## src/rtl/quad_pkg.sv

```systemverilog
// Shared phase encodings, decoder state type and the quadrature
// sequence helper used by the decoder.
package quad_pkg;

  typedef enum logic {
    ST_INIT  = 1'b0,
    ST_TRACK = 1'b1
  } state_t;

  localparam logic [1:0] PH_00 = 2'b00;
  localparam logic [1:0] PH_01 = 2'b01;
  localparam logic [1:0] PH_11 = 2'b11;
  localparam logic [1:0] PH_10 = 2'b10;

  // Phase that follows ph when the encoder turns in the up direction.
  function automatic logic [1:0] phase_up(input logic [1:0] ph);
    case (ph)
      PH_00:   return PH_01;
      PH_01:   return PH_11;
      PH_11:   return PH_10;
      default: return PH_00;
    endcase
  endfunction

endpackage

```

## src/rtl/quad_decoder_if.sv

```systemverilog
// Encoder channels, control inputs and decoded outputs of quad_decoder.
// slave is the decoder side, master is the side that drives it.
interface quad_decoder_if #(
  parameter int CNT_WIDTH = 8
);
  logic                 enc_a;
  logic                 enc_b;
  logic                 load_en;
  logic [CNT_WIDTH-1:0] load_val;
  logic                 err_clr;
  logic                 ready;
  logic                 step_valid;
  logic                 step_dir;
  logic [CNT_WIDTH-1:0] position;
  logic                 wrap;
  logic                 err;

  modport master (
    output enc_a, enc_b, load_en, load_val, err_clr,
    input  ready, step_valid, step_dir, position, wrap, err
  );

  modport slave (
    input  enc_a, enc_b, load_en, load_val, err_clr,
    output ready, step_valid, step_dir, position, wrap, err
  );
endinterface

```

## src/rtl/quad_input_filter.sv

```systemverilog
// One encoder channel: synchronizer chain followed by a glitch filter that
// accepts a new level only after it has persisted for FILT_LEN cycles.
module quad_input_filter #(
  parameter int SYNC_STAGES = 2,
  parameter int FILT_LEN    = 3
) (
  input  logic clk,
  input  logic reset_n,
  input  logic din,
  output logic dout
);
  localparam int CW = (FILT_LEN > 1) ? $clog2(FILT_LEN) : 1;

  logic [SYNC_STAGES-1:0] sync_q, sync_d;
  logic [CW-1:0]          cnt_q, cnt_d;
  logic                   filt_q, filt_d;
  logic                   sync_out;

  assign sync_out = sync_q[SYNC_STAGES-1];

  always_comb begin
    sync_d = {sync_q[SYNC_STAGES-2:0], din};
    filt_d = filt_q;
    cnt_d  = '0;
    // Any cycle where the levels agree restarts the count from zero.
    if (sync_out != filt_q) begin
      if (cnt_q == CW'(FILT_LEN - 1)) begin
        filt_d = sync_out;
      end else begin
        cnt_d = cnt_q + CW'(1);
      end
    end
  end

  always_ff @(posedge clk or negedge reset_n) begin
    if (!reset_n) begin
      sync_q <= '0;
      cnt_q  <= '0;
      filt_q <= 1'b0;
    end else begin
      sync_q <= sync_d;
      cnt_q  <= cnt_d;
      filt_q <= filt_d;
    end
  end

  assign dout = filt_q;
endmodule

```

## src/rtl/quad_decoder.sv

```systemverilog
// Quadrature decoder: filtered A/B phases drive a step/direction decoder and
// a wrapping position counter with load and a sticky illegal-transition flag.
module quad_decoder
  import quad_pkg::*;
#(
  parameter int CNT_WIDTH   = 8,
  parameter int SYNC_STAGES = 2,
  parameter int FILT_LEN    = 3
) (
  input  logic           clk,
  input  logic           reset_n,
  quad_decoder_if.slave  bus
);
  localparam int INIT_CYCLES = SYNC_STAGES + FILT_LEN + 2;
  localparam int IW          = $clog2(INIT_CYCLES + 1);

  logic                 a_f, b_f;
  logic [1:0]           phase, diff;
  state_t               state_q, state_d;
  logic [IW-1:0]        init_cnt_q, init_cnt_d;
  logic [1:0]           prev_q, prev_d;
  logic                 ready_q, ready_d;
  logic                 step_valid_q, step_valid_d;
  logic                 step_dir_q, step_dir_d;
  logic                 wrap_q, wrap_d;
  logic                 err_q, err_d;
  logic [CNT_WIDTH-1:0] pos_q, pos_d;

  quad_input_filter #(.SYNC_STAGES(SYNC_STAGES), .FILT_LEN(FILT_LEN)) u_filt_a (
    .clk(clk), .reset_n(reset_n), .din(bus.enc_a), .dout(a_f)
  );
  quad_input_filter #(.SYNC_STAGES(SYNC_STAGES), .FILT_LEN(FILT_LEN)) u_filt_b (
    .clk(clk), .reset_n(reset_n), .din(bus.enc_b), .dout(b_f)
  );

  assign phase = {a_f, b_f};
  assign diff  = phase ^ prev_q;

  always_comb begin
    state_d      = state_q;
    init_cnt_d   = init_cnt_q;
    prev_d       = phase;
    step_valid_d = 1'b0;
    step_dir_d   = 1'b0;
    wrap_d       = 1'b0;
    err_d        = err_q;
    pos_d        = pos_q;
    // Clear first so a same-cycle illegal transition wins.
    if (bus.err_clr) err_d = 1'b0;
    case (state_q)
      ST_INIT: begin
        if (init_cnt_q == IW'(INIT_CYCLES - 1)) state_d = ST_TRACK;
        else init_cnt_d = init_cnt_q + IW'(1);
      end
      ST_TRACK: begin
        if (diff == 2'b11) begin
          err_d = 1'b1;
        end else if (diff != 2'b00) begin
          step_valid_d = 1'b1;
          step_dir_d   = (phase_up(prev_q) == phase);
          if (step_dir_d) begin
            pos_d  = pos_q + CNT_WIDTH'(1);
            wrap_d = &pos_q;
          end else begin
            pos_d  = pos_q - CNT_WIDTH'(1);
            wrap_d = ~|pos_q;
          end
        end
      end
    endcase
    // A load replaces the stepped value but the step is still reported.
    if (bus.load_en) begin
      pos_d  = bus.load_val;
      wrap_d = 1'b0;
    end
    ready_d = (state_d == ST_TRACK);
  end

  always_ff @(posedge clk or negedge reset_n) begin
    if (!reset_n) begin
      state_q      <= ST_INIT;
      init_cnt_q   <= '0;
      prev_q       <= 2'b00;
      ready_q      <= 1'b0;
      step_valid_q <= 1'b0;
      step_dir_q   <= 1'b0;
      wrap_q       <= 1'b0;
      err_q        <= 1'b0;
      pos_q        <= '0;
    end else begin
      state_q      <= state_d;
      init_cnt_q   <= init_cnt_d;
      prev_q       <= prev_d;
      ready_q      <= ready_d;
      step_valid_q <= step_valid_d;
      step_dir_q   <= step_dir_d;
      wrap_q       <= wrap_d;
      err_q        <= err_d;
      pos_q        <= pos_d;
    end
  end

  assign bus.ready      = ready_q;
  assign bus.step_valid = step_valid_q;
  assign bus.step_dir   = step_dir_q;
  assign bus.wrap       = wrap_q;
  assign bus.err        = err_q;
  assign bus.position   = pos_q;
endmodule

```

## src/flat_wrapper.sv

```systemverilog
// flat-port wrapper written by rule: the top's interface ports become plain ports
module quad_decoder_flat import quad_pkg::*;
#(
  parameter int CNT_WIDTH   = 8,
  parameter int SYNC_STAGES = 2,
  parameter int FILT_LEN    = 3
)
  (clk, reset_n, bus_enc_a, bus_enc_b, bus_load_en, bus_load_val, bus_err_clr, bus_ready, bus_step_valid, bus_step_dir, bus_position, bus_wrap, bus_err);
  quad_decoder_if #(.CNT_WIDTH(CNT_WIDTH)) bus_i ();
  input  logic clk;
  input  logic reset_n;
  input wire logic [$bits(bus_i.enc_a)-1:0] bus_enc_a;
  input wire logic [$bits(bus_i.enc_b)-1:0] bus_enc_b;
  input wire logic [$bits(bus_i.load_en)-1:0] bus_load_en;
  input wire logic [$bits(bus_i.load_val)-1:0] bus_load_val;
  input wire logic [$bits(bus_i.err_clr)-1:0] bus_err_clr;
  output wire logic [$bits(bus_i.ready)-1:0] bus_ready;
  output wire logic [$bits(bus_i.step_valid)-1:0] bus_step_valid;
  output wire logic [$bits(bus_i.step_dir)-1:0] bus_step_dir;
  output wire logic [$bits(bus_i.position)-1:0] bus_position;
  output wire logic [$bits(bus_i.wrap)-1:0] bus_wrap;
  output wire logic [$bits(bus_i.err)-1:0] bus_err;
  assign bus_i.enc_a = bus_enc_a;
  assign bus_i.enc_b = bus_enc_b;
  assign bus_i.load_en = bus_load_en;
  assign bus_i.load_val = bus_load_val;
  assign bus_i.err_clr = bus_err_clr;
  assign bus_ready = bus_i.ready;
  assign bus_step_valid = bus_i.step_valid;
  assign bus_step_dir = bus_i.step_dir;
  assign bus_position = bus_i.position;
  assign bus_wrap = bus_i.wrap;
  assign bus_err = bus_i.err;
  quad_decoder #(.CNT_WIDTH(CNT_WIDTH), .SYNC_STAGES(SYNC_STAGES), .FILT_LEN(FILT_LEN)) u_core (.clk(clk), .reset_n(reset_n), .bus(bus_i));
endmodule
```

## config.mk

```make
export PLATFORM = sky130hd
export DESIGN_NAME = quad_decoder_flat
export DESIGN_NICKNAME = d
export VERILOG_FILES = /design/src/rtl/quad_pkg.sv /design/src/rtl/quad_decoder_if.sv /design/src/rtl/quad_input_filter.sv /design/src/rtl/quad_decoder.sv /design/src/flat_wrapper.sv
export SDC_FILE = /design/constraint.sdc
export NUM_CORES = 1
export LEC_CHECK = 0
export ABC_AREA = 1
export BUFFER_PORTS_ARGS = -buffer_cell sky130_fd_sc_hd__buf_2
export CORE_MARGIN = 8
export CORE_UTILIZATION = 45
export DETAILED_ROUTE_END_ITERATION = 8
export HOLD_SLACK_MARGIN = 0.02
export PLACE_DENSITY = 0.72
export SLEW_MARGIN = 20
export SYNTH_ARGS = -nofsm -noshare
export SYNTH_HDL_FRONTEND = slang
export SYNTH_SLANG_ARGS = --single-unit
```

## constraint.sdc

```tcl
create_clock -name clk -period 3.9 [get_ports clk]
set_clock_uncertainty 0.05 [all_clocks]
set_input_delay 0.195 -clock clk [delete_from_list [all_inputs] [get_ports clk]]
set_output_delay 0.195 -clock clk [all_outputs]
set_load 0.1 [all_outputs]
```

==> results of run 1 <==
[path summary, 6_finish.rpt]
kind / from / end / cells past startpoint
max: u_core.u_filt_a.dout / u_core.bus.position[7] / 12
min: bus_load_val[3] / u_core.bus.position[3] / 3
max reg2reg: u_core.u_filt_a.dout / u_core.bus.position[7] / 12
min reg2reg: u_core.u_filt_b.sync_q[0] / u_core.u_filt_b.sync_q[1] / 0
max in group asynchronous: reset_n / u_core.bus.step_valid / 2
min in group asynchronous: reset_n / u_core.u_filt_a.dout / 2
[repair_timing]
| action | in CTS | in global routing |
|---|---|---|
| endpoints found under the hold margin | 31 | 0 |
| hold buffers | 4 | 0 |
| endpoints found under the setup margin | 0 | 0 |
[Yosys cell counts (2+ instances only)]
cell type / instances
inv_1: 25
nand2_4: 2
o21ai_0: 3
dfrtp_1: 28
nand3_1: 6
nor2_1: 12
ha_1: 11
o21ai_1: 5
nand2_1: 53
o211ai_1: 2
nor3_1: 4
nand2_2: 6
a21oi_1: 3
inv_2: 6
o21bai_1: 2
nand4_1: 4
xnor2_1: 5
xor2_1: 3
clkinv_1: 2
[kinds of logic after synthesis]
kind of cell / synth area share (%)
buffers and inverters: 9.372
AOI/OAI and AO/OA: 7.435
xor gates and xnor gates: 4.338
adders and majority gates: 9.760
and+or+nand+nor: 25.72
DFF: 43.38
[worst max-delay path, cell delays in order (launching register included)]
cell	delay [ns]
dfrtp_1	0.47
inv_2	0.09
nand2_2	0.05
nand2_2	0.09
nand2_4	0.12
ha_1	0.34
or2_4	0.26
nand2_2	0.09
nor2_1	0.04
nor2_1	0.07
nand2_1	0.06
nand3_1	0.07
nand2_1	0.05
[through the flow]
step	setup WS [ns]	instance area [sq um]
2_1_floorplan	1.811	1615
3_3_place_gp	2.053	1798
3_5_place_dp	1.995	1798
4_1_cts	1.967	1861
5_1_grt	1.816	1861
6_report	1.972	1861
[cell type report]
cell class / count / share of cell area (%)
well taps: 46 / 3.093
repair buffers: 30 / 9.146
multi-input cells: 130 / 41.02
clock buffers: 3 / 1.210
flip-flops and latches: 28 / 37.66
inverters: 35 / 7.868
[placed cells by master (no fill, tap or decap)]
cell and n:
a21oi_1 3, a31oi_1 1, buf_2 26, bufinv_8 1, clkbuf_4 3, clkinv_1 2, clkinv_2 1, dfrtp_1 28
dlygate4sd3_1 4, fa_1 1, ha_1 11, inv_1 25, inv_2 6, nand2_1 53, nand2_2 6, nand2_4 2
nand3_1 6, nand3_2 1, nand3b_1 1, nand4_1 4, nor2_1 12, nor3_1 4, nor3_2 1, o211a_1 1
o211ai_1 2, o211ai_2 1, o21ai_0 3, o21ai_1 5, o21bai_1 2, o22ai_1 1, or2_4 1, xnor2_1 5
xor2_1 3
[state kept, by name, indices dropped and copies added, names as in the netlist, 2 cells and up]
register and flops:
u_core.u_filt_a.cnt_q 2, u_core.u_filt_b.cnt_q 2, u_core.init_cnt_q 3, u_core.u_filt_a.sync_q 2, u_core.prev_q 2, u_core.u_filt_b.sync_q 2, u_core.bus.position 8
[metal layers]
metal  share of wire, %  vias up  routed length, um
met1                 47      608               1561
met2                 48       30               1601
met5                  0        -                  0
met4               0.93        0                 31
li1                   -      672                  -
met3                3.9        2                129
==> reports/qor.json, run 1 <==
{
  "holdWs_ns": 0.03483,
  "post_synth_instance_area_sq_mm": 0.001615,
  "initial_core_utilization_pct": 47.66,
  "outcome": "finished clean",
  "antennaDiodeCount": 0,
  "post_cts_resize_count": 0,
  "die_h_um": 75.91,
  "drc_errors": 0,
  "grtUsageMet3_pct": 2.476,
  "timing_worst_setup_path_type": "register to register",
  "cts_setup_buffers": 0,
  "grt.total_usage_pct": 12.14,
  "timing_hold_violations_final": 0,
  "worst-slew-pin-transition_ns": 0.6070,
  "unrepaired_setup_endpoints_after_global_routing": "false",
  "n_fill_cell": 357,
  "critical_path_required_ns": 4.08,
  "synth_top_flop_cell": "dfrtp_1",
  "placementRows": 21,
  "worstSetupStartpointType": "register",
  "timing.hold.worst.class": "input pin to register",
  "floorplan.die.width_um": 75.91,
  "grt_pass1_vias": 1347,
  "synth_enable_flop_cells": 0,
  "tns_ns": 0,
  "use_met1_pct": 15.64,
  "timing.final.crit_period_ns": 1.928,
  "worstPathArrival_ns": 2.11,
  "timing_max_transition_violations_final": 0,
  "grt_pass1_wl_mm": 5.906,
  "antenna_violations_before_repair": 0,
  "clock_insertion_delay_worst_skew_ns": 0.32,
  "globalRoute.busiestLayer": "met2",
  "finalNonFillerCells": 272,
  "coreArea_sq_mm": 0.003390,
  "synth_seq_cells": 28,
  "synth_area_per_inst_sq_um": 8.326,
  "area_delta_synth_final_pct": 15.18,
  "cts_num_sinks": 28,
  "cts_max_path_buffers": 2,
  "synth-async-reset-ratio_pct": 100.0,
  "detailedRoute.firstIterationViolations": 59,
  "grt_max_degree": 29,
  "synth_largest_area_cell": "dfrtp_1",
  "synthesis.yosys.warnings": 0,
  "numCtsBuffers": 3,
  "relSlewSlack_pct": 59.53,
  "place_congestion": 0.8332,
  "use_met2_pct": 19.97,
  "max_cap_violations": 0,
  "final_layout_size_suffix_gt1_share_pct": 21.68,
  "final_net_count": 254,
  "netlist_top_cells_area": "dfrtp_1 43%, nand2_1 12%, ha_1 8.5%",
  "timing.final.setup_violations": 0,
  "route.final.wire_length_mm": 3.324,
  "synth_cell_type_count": 31,
  "die_area_sq_mm": 0.005762,
  "footprint_of_the_multi_input_gates_sq_um": 763.2,
  "final-seq-area_sq_um": 700.7,
  "crit_path_end_kind": "register",
  "routedWlPerCell_um": 12.22,
  "drt-pass1-iter-count": 4,
  "clock-root-buffer": "clkbuf_4",
  "ratio_of_final_minimum_period_to_clock_period_pct": 49.43,
  "synth_cells": 194,
  "clkSlewWorstSetupHoldPaths_ns": 0.14,
  "htree_num_levels": 1,
  "placed_cells_incl_taps": 265,
  "ys_seq_area_share_pct": 43.38,
  "synth.net_count": 220,
  "vias": 1312,
  "portBuffers": 26,
  "critPathMaxFanout": 13,
  "tritoncts": "built",
  "maxClockFrequency_mhz": 518.7,
  "globalRouteOverflowTotal": 0,
  "place_hpwl_mm": 2.601,
  "route.detailed.vias_per_inst": 4.824,
  "post-synth-top-area-fraction_pct": 43.38,
  "r2r_setup_slack_ns": 1.97,
  "floorplan.io_pins": 27,
  "ant_nets": 0,
  "finish.utilization_pct": 54.89
}
Power of run 1 is left out: the tool's default activity adds up to more than one toggle a clock period on the data nets, which glitch-free logic cannot reach.
==> run 2: changes to the inputs <==
- PLACE_DENSITY: 0.72 -> 0.75
- clock period: 3.9 -> 1.75 ns (I/O delays scaled with it)
==> run 2 against run 1 <==
Net effect:
- the flow now finishes with violations (setup timing)
- via count grew 8.6%
- critical path depth did not move
- non-clock buffer count increased by 24
- worst hold slack better by 0.017 ns
- wire length up 17%
- final area grew 20%
- utilization grew 11 points
- count of clock-buffer cells in the layout increased by 1
- critical endpoint unchanged
- largest cell class unchanged
- highest routed layer unchanged
==> reports/qor.json, run 2 (synthesis results as in run 1) <==
{
  "outcome": "finished with violations",
  "violations": "setup timing",
  "crit_family": "simple AND/OR/NAND/NOR gates",
  "unrepaired_setup_endpoints_after_global_routing": "true",
  "antennaDiodeCount": {"value": 0, "change": "unchanged"},
  "cp.buffers_inverters": {"value": 1, "change": "unchanged"},
  "tritoncts": "built",
  "drt-pass1-iter-count": {"value": 4, "change": "unchanged"},
  "final_layout_size_suffix_gt1_share": {"value": 38.49, "unit": "%", "change": "+17 points"},
  "portBuffers": {"value": 26, "change": "unchanged"},
  "critical_path_required": {"value": 1.95, "unit": "ns", "change": "-2.13 ns"},
  "antenna_violations_before_repair": {"value": 0, "change": "unchanged"},
  "placed_cells_incl_taps": {"value": 279, "change": "+5.3%"},
  "timing_worst_setup_path_type": "register to register",
  "final_common_cell": "nand2_1",
  "largest_register_ff_count": {"value": 8, "change": "unchanged"},
  "n_fill_cell": {"value": 264, "change": "-26%"},
  "place_hpwl": {"value": 2.584, "unit": "mm", "change": "-0.66%"},
  "clock_insertion_delay_worst_skew": {"value": 0.33, "unit": "ns", "change": "about the same"},
  "initial_core_utilization": {"value": 47.66, "unit": "%", "change": "unchanged"},
  "layout.cells.most_common_list": "45 x nand2_1, 26 x buf_2, 24 x inv_1, 20 x dfrtp_1, 17 x buf_4",
  "area_delta_synth_final_pct": 38.03,
  "crit_path_end_kind": "register",
  "globalRouteOverflowTotal": {"value": 0, "change": "unchanged"},
  "ant_nets": {"value": 0, "change": "unchanged"},
  "clkSlewWorstSetupHoldPaths": {"value": 0.15, "unit": "ns", "change": "about the same"},
  "endpoint_with_the_worst_hold_slack": "u_core.bus.position[3]",
  "clock-root-buffer": "clkbuf_4",
  "worst_path_max_delay_cell": "dfrtp_2",
  "postLayoutSetupSlackWorst": {"value": -0.06306, "unit": "ns", "change": "-2.035 ns"},
  "crit_path_start": "u_core.u_filt_b.dout",
  "coreArea": {"value": 0.003390, "unit": "sq mm", "change": "unchanged"},
  "htree_num_levels": {"value": 1, "change": "unchanged"},
  "route.detailed.vias_per_inst": {"value": 4.782, "change": "-0.86%"},
  "placement.cell_area": {"value": 0.001912, "unit": "sq mm", "change": "+6.3%"},
  "drc_errors": {"value": 0, "change": "unchanged"},
  "footprint_of_the_multi_input_gates": {"value": 908.4, "unit": "sq um", "change": "+19%"},
  "timing.final.setup_violations": {"value": 5, "change": "+5"},
  "grt_max_degree": {"value": 29, "change": "unchanged"},
  "floorplan.io_pins": {"value": 27, "change": "unchanged"},
  "ratio_of_final_minimum_period_to_clock_period": {"value": 103.6, "unit": "%", "change": "+54 points"},
  "floorplan.die.width": {"value": 75.91, "unit": "um", "change": "unchanged"},
  "final_net_count": {"value": 279, "change": "+9.8%"},
  "finalNonFillerCells": {"value": 298, "change": "+9.6%"},
  "hold-path-cell-count": {"value": 3, "change": "unchanged"},
  "worst-slew-pin-transition": {"value": 0.6242, "unit": "ns", "change": "+0.01723 ns"},
  "final-seq-area": {"value": 710.7, "unit": "sq um", "change": "+1.4%"},
  "worstSetupStartpointType": "register",
  "detailedRoute.firstIterationViolations": {"value": 86, "change": "+46%"},
  "cts_num_sinks": {"value": 28, "change": "unchanged"},
  "r2r_setup_slack": {"value": -0.06, "unit": "ns", "change": "-2.04 ns"},
  "maxClockFrequency": {"value": 551.6, "unit": "MHz", "change": "+6.3%"},
  "r2r_start": "u_core.u_filt_b.dout",
  "timing.hold.worst.class": "input pin to register",
  "worstRegToRegCells": {"value": 12, "change": "unchanged"},
  "grt_pass1_wl": {"value": 6.534, "unit": "mm", "change": "+11%"},
  "critical_path_cell_count": {"value": 12, "change": "unchanged"},
  "vias": {"value": 1425, "change": "+8.6%"},
  "critical-path-max-stage-delay": {"value": 0.48, "unit": "ns", "change": "about the same"},
  "grt_pass1_vias": {"value": 1472, "change": "+9.3%"},
  "max_cap_violations": {"value": 0, "change": "unchanged"},
  "path_cells": "inv_2, nand2_2, nand2_4, nand2_8, ha_4, or2_4, nand2_2, nor2_1, nor2_1, nand2_1, nand3_1, nand2_1",
  "numCtsBuffers": {"value": 3, "change": "unchanged"},
  "place_congestion": {"value": 0.8543, "change": "+2.5%"},
  "timing_max_transition_violations_final": {"value": 0, "change": "unchanged"},
  "critPathMaxFanout": {"value": 5, "change": "-8"},
  "routedWlPerCell": {"value": 13.06, "unit": "um", "change": "+6.9%"},
  "die_area": {"value": 0.005762, "unit": "sq mm", "change": "unchanged"},
  "die_h": {"value": 75.91, "unit": "um", "change": "unchanged"},
  "cts_max_path_buffers": {"value": 2, "change": "unchanged"},
  "worstPathArrival": {"value": 2.01, "unit": "ns", "change": "-0.10 ns"},
  "hold_path_startpoint": "bus_load_en",
  "terminus_of_the_critical_flop_to_flop_path": "u_core.bus.position[7]",
  "timing.final.crit_period": {"value": 1.813, "unit": "ns", "change": "-0.1147 ns"},
  "holdWs": {"value": 0.05230, "unit": "ns", "change": "+0.01746 ns"},
  "route.final.wire_length": {"value": 3.892, "unit": "mm", "change": "+17%"},
  "relSlewSlack": {"value": 58.39, "unit": "%", "change": "-1.1 points"},
  "post-route-cell-area": {"value": 0.002230, "unit": "sq mm", "change": "+20%"},
  "placementRows": {"value": 21, "change": "unchanged"},
  "timing_hold_violations_final": {"value": 0, "change": "unchanged"},
  "grt.total_usage": {"value": 13.27, "unit": "%", "change": "+1.1 points"}
}
-- run 2: cell count changes in the layout (fill, tap and decap cells not counted), sizes merged --
| cell | change |
|---|---|
| buf | +18 |
| clkinv | -1 |
| nand2 | +1 |
| clkbuf | +1 |
| inv | +1 |
| dlygate4sd3 | +6 |
-- run 2: how the worst max path moves through the flow --
stage,end
after floorplan,u_core.bus.position[7]
after detailed placement,u_core.bus.position[7]
after CTS,u_core.bus.position[6]
after global routing,u_core.bus.position[6]
final,u_core.bus.position[7]
after global placement,u_core.bus.position[3]
-- run 2: worst register-to-register path, cell delays in order (launching register included) --
cell	delay [ns]
dfrtp_2	0.48
inv_2	0.08
nand2_2	0.06
nand2_4	0.11
nand2_8	0.08
ha_4	0.25
or2_4	0.24
nand2_2	0.09
nor2_1	0.04
nor2_1	0.08
nand2_1	0.05
nand3_1	0.06
nand2_1	0.05
-- run 2: cell type report --
class / count / area share [%]
Clock buffer: 4 / 1.627
Inverter: 35 / 6.622
Multi-Input combinational cell: 131 / 40.74
Sequential cell: 28 / 31.87
Tap cell: 46 / 2.581
Timing Repair Buffer: 54 / 16.55
-- run 2: routing by layer --
layer  vias up  part of all wire, %  global-route usage, %
met1       648                   45                  17.10
met4         0                  1.0                  4.118
met3         5                  5.1                  2.948
li1        733                    -                      -
met5         -                    0                      0
met2        39                   49                  21.34
-- run 2: through the flow --
stage          utilization [%]  worst slack (ns)  TNS [ns]
3_3_place_gp             56.40          -0.03656  -0.05010
5_1_grt                  65.78           -0.1782   -0.9251
4_1_cts                  63.09          -0.03278  -0.06395
2_1_floorplan                -          -0.02775  -0.02775
6_report                 65.78          -0.06306   -0.1957
3_5_place_dp             56.40          -0.06528   -0.2317
-- run 2: repair_timing --
item	4_1_cts	5_1_grt
hold buffers	10	0
hold endpoints to repair	37	0
gates cloned	0	1
resized for setup	11	17
endpoints found under the setup margin	8	10
pin swaps	2	12
setup buffers	3	1
Power of run 2 is left out for the same reason.
==> run 3: changes to the inputs <==
- CORE_ASPECT_RATIO: not set -> 0.6
==> run 3 against run 2 <==
Net effect:
- the flow still finishes with violations (setup timing)
- critical path depth is 2 lower
- count of clock-buffer cells in the layout unchanged
- register-to-register slack got worse by 0.06 ns
- cell count increased by 2.3%
- setup slack worse by 0.058 ns
- utilization rose by 0.72 points
==> reports/qor.json, run 3 (synthesis results as in run 1) <==
{
  "worstPathArrival": {"value": 1.99, "unit": "ns", "change": "-0.02 ns"},
  "globalRouteOverflowTotal": {"value": 0, "change": "unchanged"},
  "timing.final.setup_violations": {"value": 10, "change": "+5"},
  "finish.utilization": {"value": 66.50, "unit": "%", "change": "+0.72 points"},
  "largest_register_ff_count": {"value": 8, "change": "unchanged"},
  "grt_max_degree": {"value": 29, "change": "unchanged"},
  "cts_num_sinks": {"value": 28, "change": "unchanged"},
  "floorplan.io_pins": {"value": 27, "change": "unchanged"},
  "violations": "setup timing",
  "vias": {"value": 1601, "change": "+12%"},
  "clock-root-buffer": "clkbuf_8",
  "place_congestion": {"value": 0.8379, "change": "-1.9%"},
  "grt.total_usage": {"value": 16.00, "unit": "%", "change": "+2.7 points"},
  "critPathMaxFanout": {"value": 7, "change": "+2"},
  "drt-pass1-iter-count": {"value": 4, "change": "unchanged"},
  "final_net_count": {"value": 285, "change": "+2.2%"},
  "antennaDiodeCount": {"value": 0, "change": "unchanged"},
  "clkSlewWorstSetupHoldPaths": {"value": 0.10, "unit": "ns", "change": "-0.05 ns"},
  "crit_path_end_kind": "register",
  "timing_worst_setup_path_type": "register to register",
  "die_h": {"value": 62.41, "unit": "um", "change": "-18%"},
  "postLayoutSetupSlackWorst": {"value": -0.1213, "unit": "ns", "change": "-0.05828 ns"},
  "final_common_cell": "nand2_1",
  "htree_num_levels": {"value": 1, "change": "unchanged"},
  "cts_max_path_buffers": {"value": 2, "change": "unchanged"},
  "route.detailed.vias_per_inst": {"value": 5.249, "change": "+9.8%"},
  "relSlewSlack": {"value": 57.26, "unit": "%", "change": "-1.1 points"},
  "placementRows": {"value": 17, "change": "-19%"},
  "worstSetupStartpointType": "register",
  "routedWlPerCell": {"value": 16.45, "unit": "um", "change": "+26%"},
  "grt_pass1_wl": {"value": 7.562, "unit": "mm", "change": "+16%"},
  "die_area": {"value": 0.005826, "unit": "sq mm", "change": "+1.1%"},
  "layout.cells.most_common_list": "47 x nand2_1, 26 x buf_2, 24 x buf_4, 21 x inv_1, 19 x dfrtp_1",
  "grt_pass1_vias": {"value": 1609, "change": "+9.3%"},
  "antenna_violations_before_repair": {"value": 0, "change": "unchanged"},
  "unrepaired_setup_endpoints_after_global_routing": "true",
  "tritoncts": "built",
  "maxClockFrequency": {"value": 534.4, "unit": "MHz", "change": "-3.1%"},
  "detailedRoute.firstIterationViolations": {"value": 107, "change": "+24%"},
  "floorplan.die.width": {"value": 93.35, "unit": "um", "change": "+23%"},
  "critical_path_required": {"value": 1.87, "unit": "ns", "change": "-0.08 ns"},
  "final_layout_size_suffix_gt1_share": {"value": 43.02, "unit": "%", "change": "+4.5 points"},
  "timing_max_transition_violations_final": {"value": 0, "change": "unchanged"},
  "timing.hold.worst.class": "input pin to register",
  "timing.final.crit_period": {"value": 1.871, "unit": "ns", "change": "+0.05828 ns"},
  "ant_nets": {"value": 0, "change": "unchanged"},
  "coreArea": {"value": 0.003552, "unit": "sq mm", "change": "+4.8%"},
  "worst-slew-pin-transition": {"value": 0.6411, "unit": "ns", "change": "+0.01689 ns"},
  "clock_insertion_delay_worst_skew": {"value": 0.28, "unit": "ns", "change": "-0.05 ns"},
  "portBuffers": {"value": 26, "change": "unchanged"},
  "drc_errors": {"value": 0, "change": "unchanged"},
  "area_delta_synth_final_pct": 46.24,
  "outcome": "finished with violations",
  "numCtsBuffers": {"value": 3, "change": "unchanged"},
  "place_hpwl": {"value": 2.770, "unit": "mm", "change": "+7.2%"},
  "max_cap_violations": {"value": 0, "change": "unchanged"},
  "timing_hold_violations_final": {"value": 0, "change": "unchanged"},
  "n_fill_cell": {"value": 243, "change": "-8.0%"},
  "ratio_of_final_minimum_period_to_clock_period": {"value": 106.9, "unit": "%", "change": "+3.3 points"},
  "route.final.wire_length": {"value": 5.017, "unit": "mm", "change": "+29%"},
  "initial_core_utilization": {"value": 45.47, "unit": "%", "change": "-2.2 points"}
}
-- run 3: cell types whose count changed in the layout (fill, tap and decap cells not counted), sizes merged --
cell,previous run,this run
buf,44,52
inv,32,31
dlygate4sd3,10,8
clkinv,2,3
-- run 3: worst paths after layout --
path	from	endpoint	slack [ns]	cells after the start
setup / recovery	u_core.prev_q[0]	u_core.bus.position[4]	-0.12	10
hold / removal	bus_load_val[6]	u_core.bus.position[6]	0.05	5
setup reg to reg	u_core.prev_q[0]	u_core.bus.position[4]	-0.12	10
hold reg to reg	u_core.u_filt_a.sync_q[0]	u_core.u_filt_a.sync_q[1]	0.30	0
max in group asynchronous	reset_n	u_core.bus.position[4]	0.89	2
min in group asynchronous	reset_n	u_core.init_cnt_q[2]	0.31	2
-- run 3: through the flow --
stage / instances / setup TNS (ns) / hold slack [ns] / worst slack, ns / instance area, sq um
global placement: 280 / -0.07317 / 0.09888 / -0.05649 / 1913
floorplan: 194 / -0.02775 / -0.2581 / -0.02775 / 1624
finish: 305 / -0.8761 / 0.05322 / -0.1213 / 2362
CTS: 303 / -0.06052 / 0.05618 / -0.01911 / 2253
global route: 305 / -1.374 / 0.09359 / -0.1805 / 2362
detailed placement: 280 / -0.4381 / 0.09992 / -0.1446 / 1913
-- run 3: layout make-up --
type                            instances  area (sq um)  share of cell area (%)
Sequential cell                        28         711.9                   30.14
Timing Repair Buffer                   60         412.9                   17.48
Multi-Input combinational cell        131         983.4                   41.63
Clock buffer                            4         45.04                   1.907
Tap cell                               47         58.81                   2.489
Inverter                               35         150.1                   6.356
-- run 3: metal layers --
layer  global-route usage, %  up-vias  wire length [um]
met5                       0        -                 0
met4                   3.792        0               184
met3                   3.717       23               351
met2                   26.36       82              2353
met1                   20.52      762              2127
li1                        -      734                 -
-- run 3: what timing repair did --
action                     CTS  global route
hold buffers                 8             0
hold endpoints to repair    35             0
gates cloned                 1             0
gates resized for setup     22            22
setup endpoints to repair    6            10
setup buffers               10             2
pin swaps                   12            12
-- run 3: worst max-delay path, stage by stage (launching register included) --
cell and delay (ns):
dfrtp_1 0.44, buf_4 0.16, buf_6 0.12, xor2_4 0.21, inv_2 0.08, ha_4 0.18, nor2_4 0.10, nand2_4 0.08
nand2_8 0.09, o21ai_1 0.08, o21bai_1 0.16
Power of run 3 is left out for the same reason.
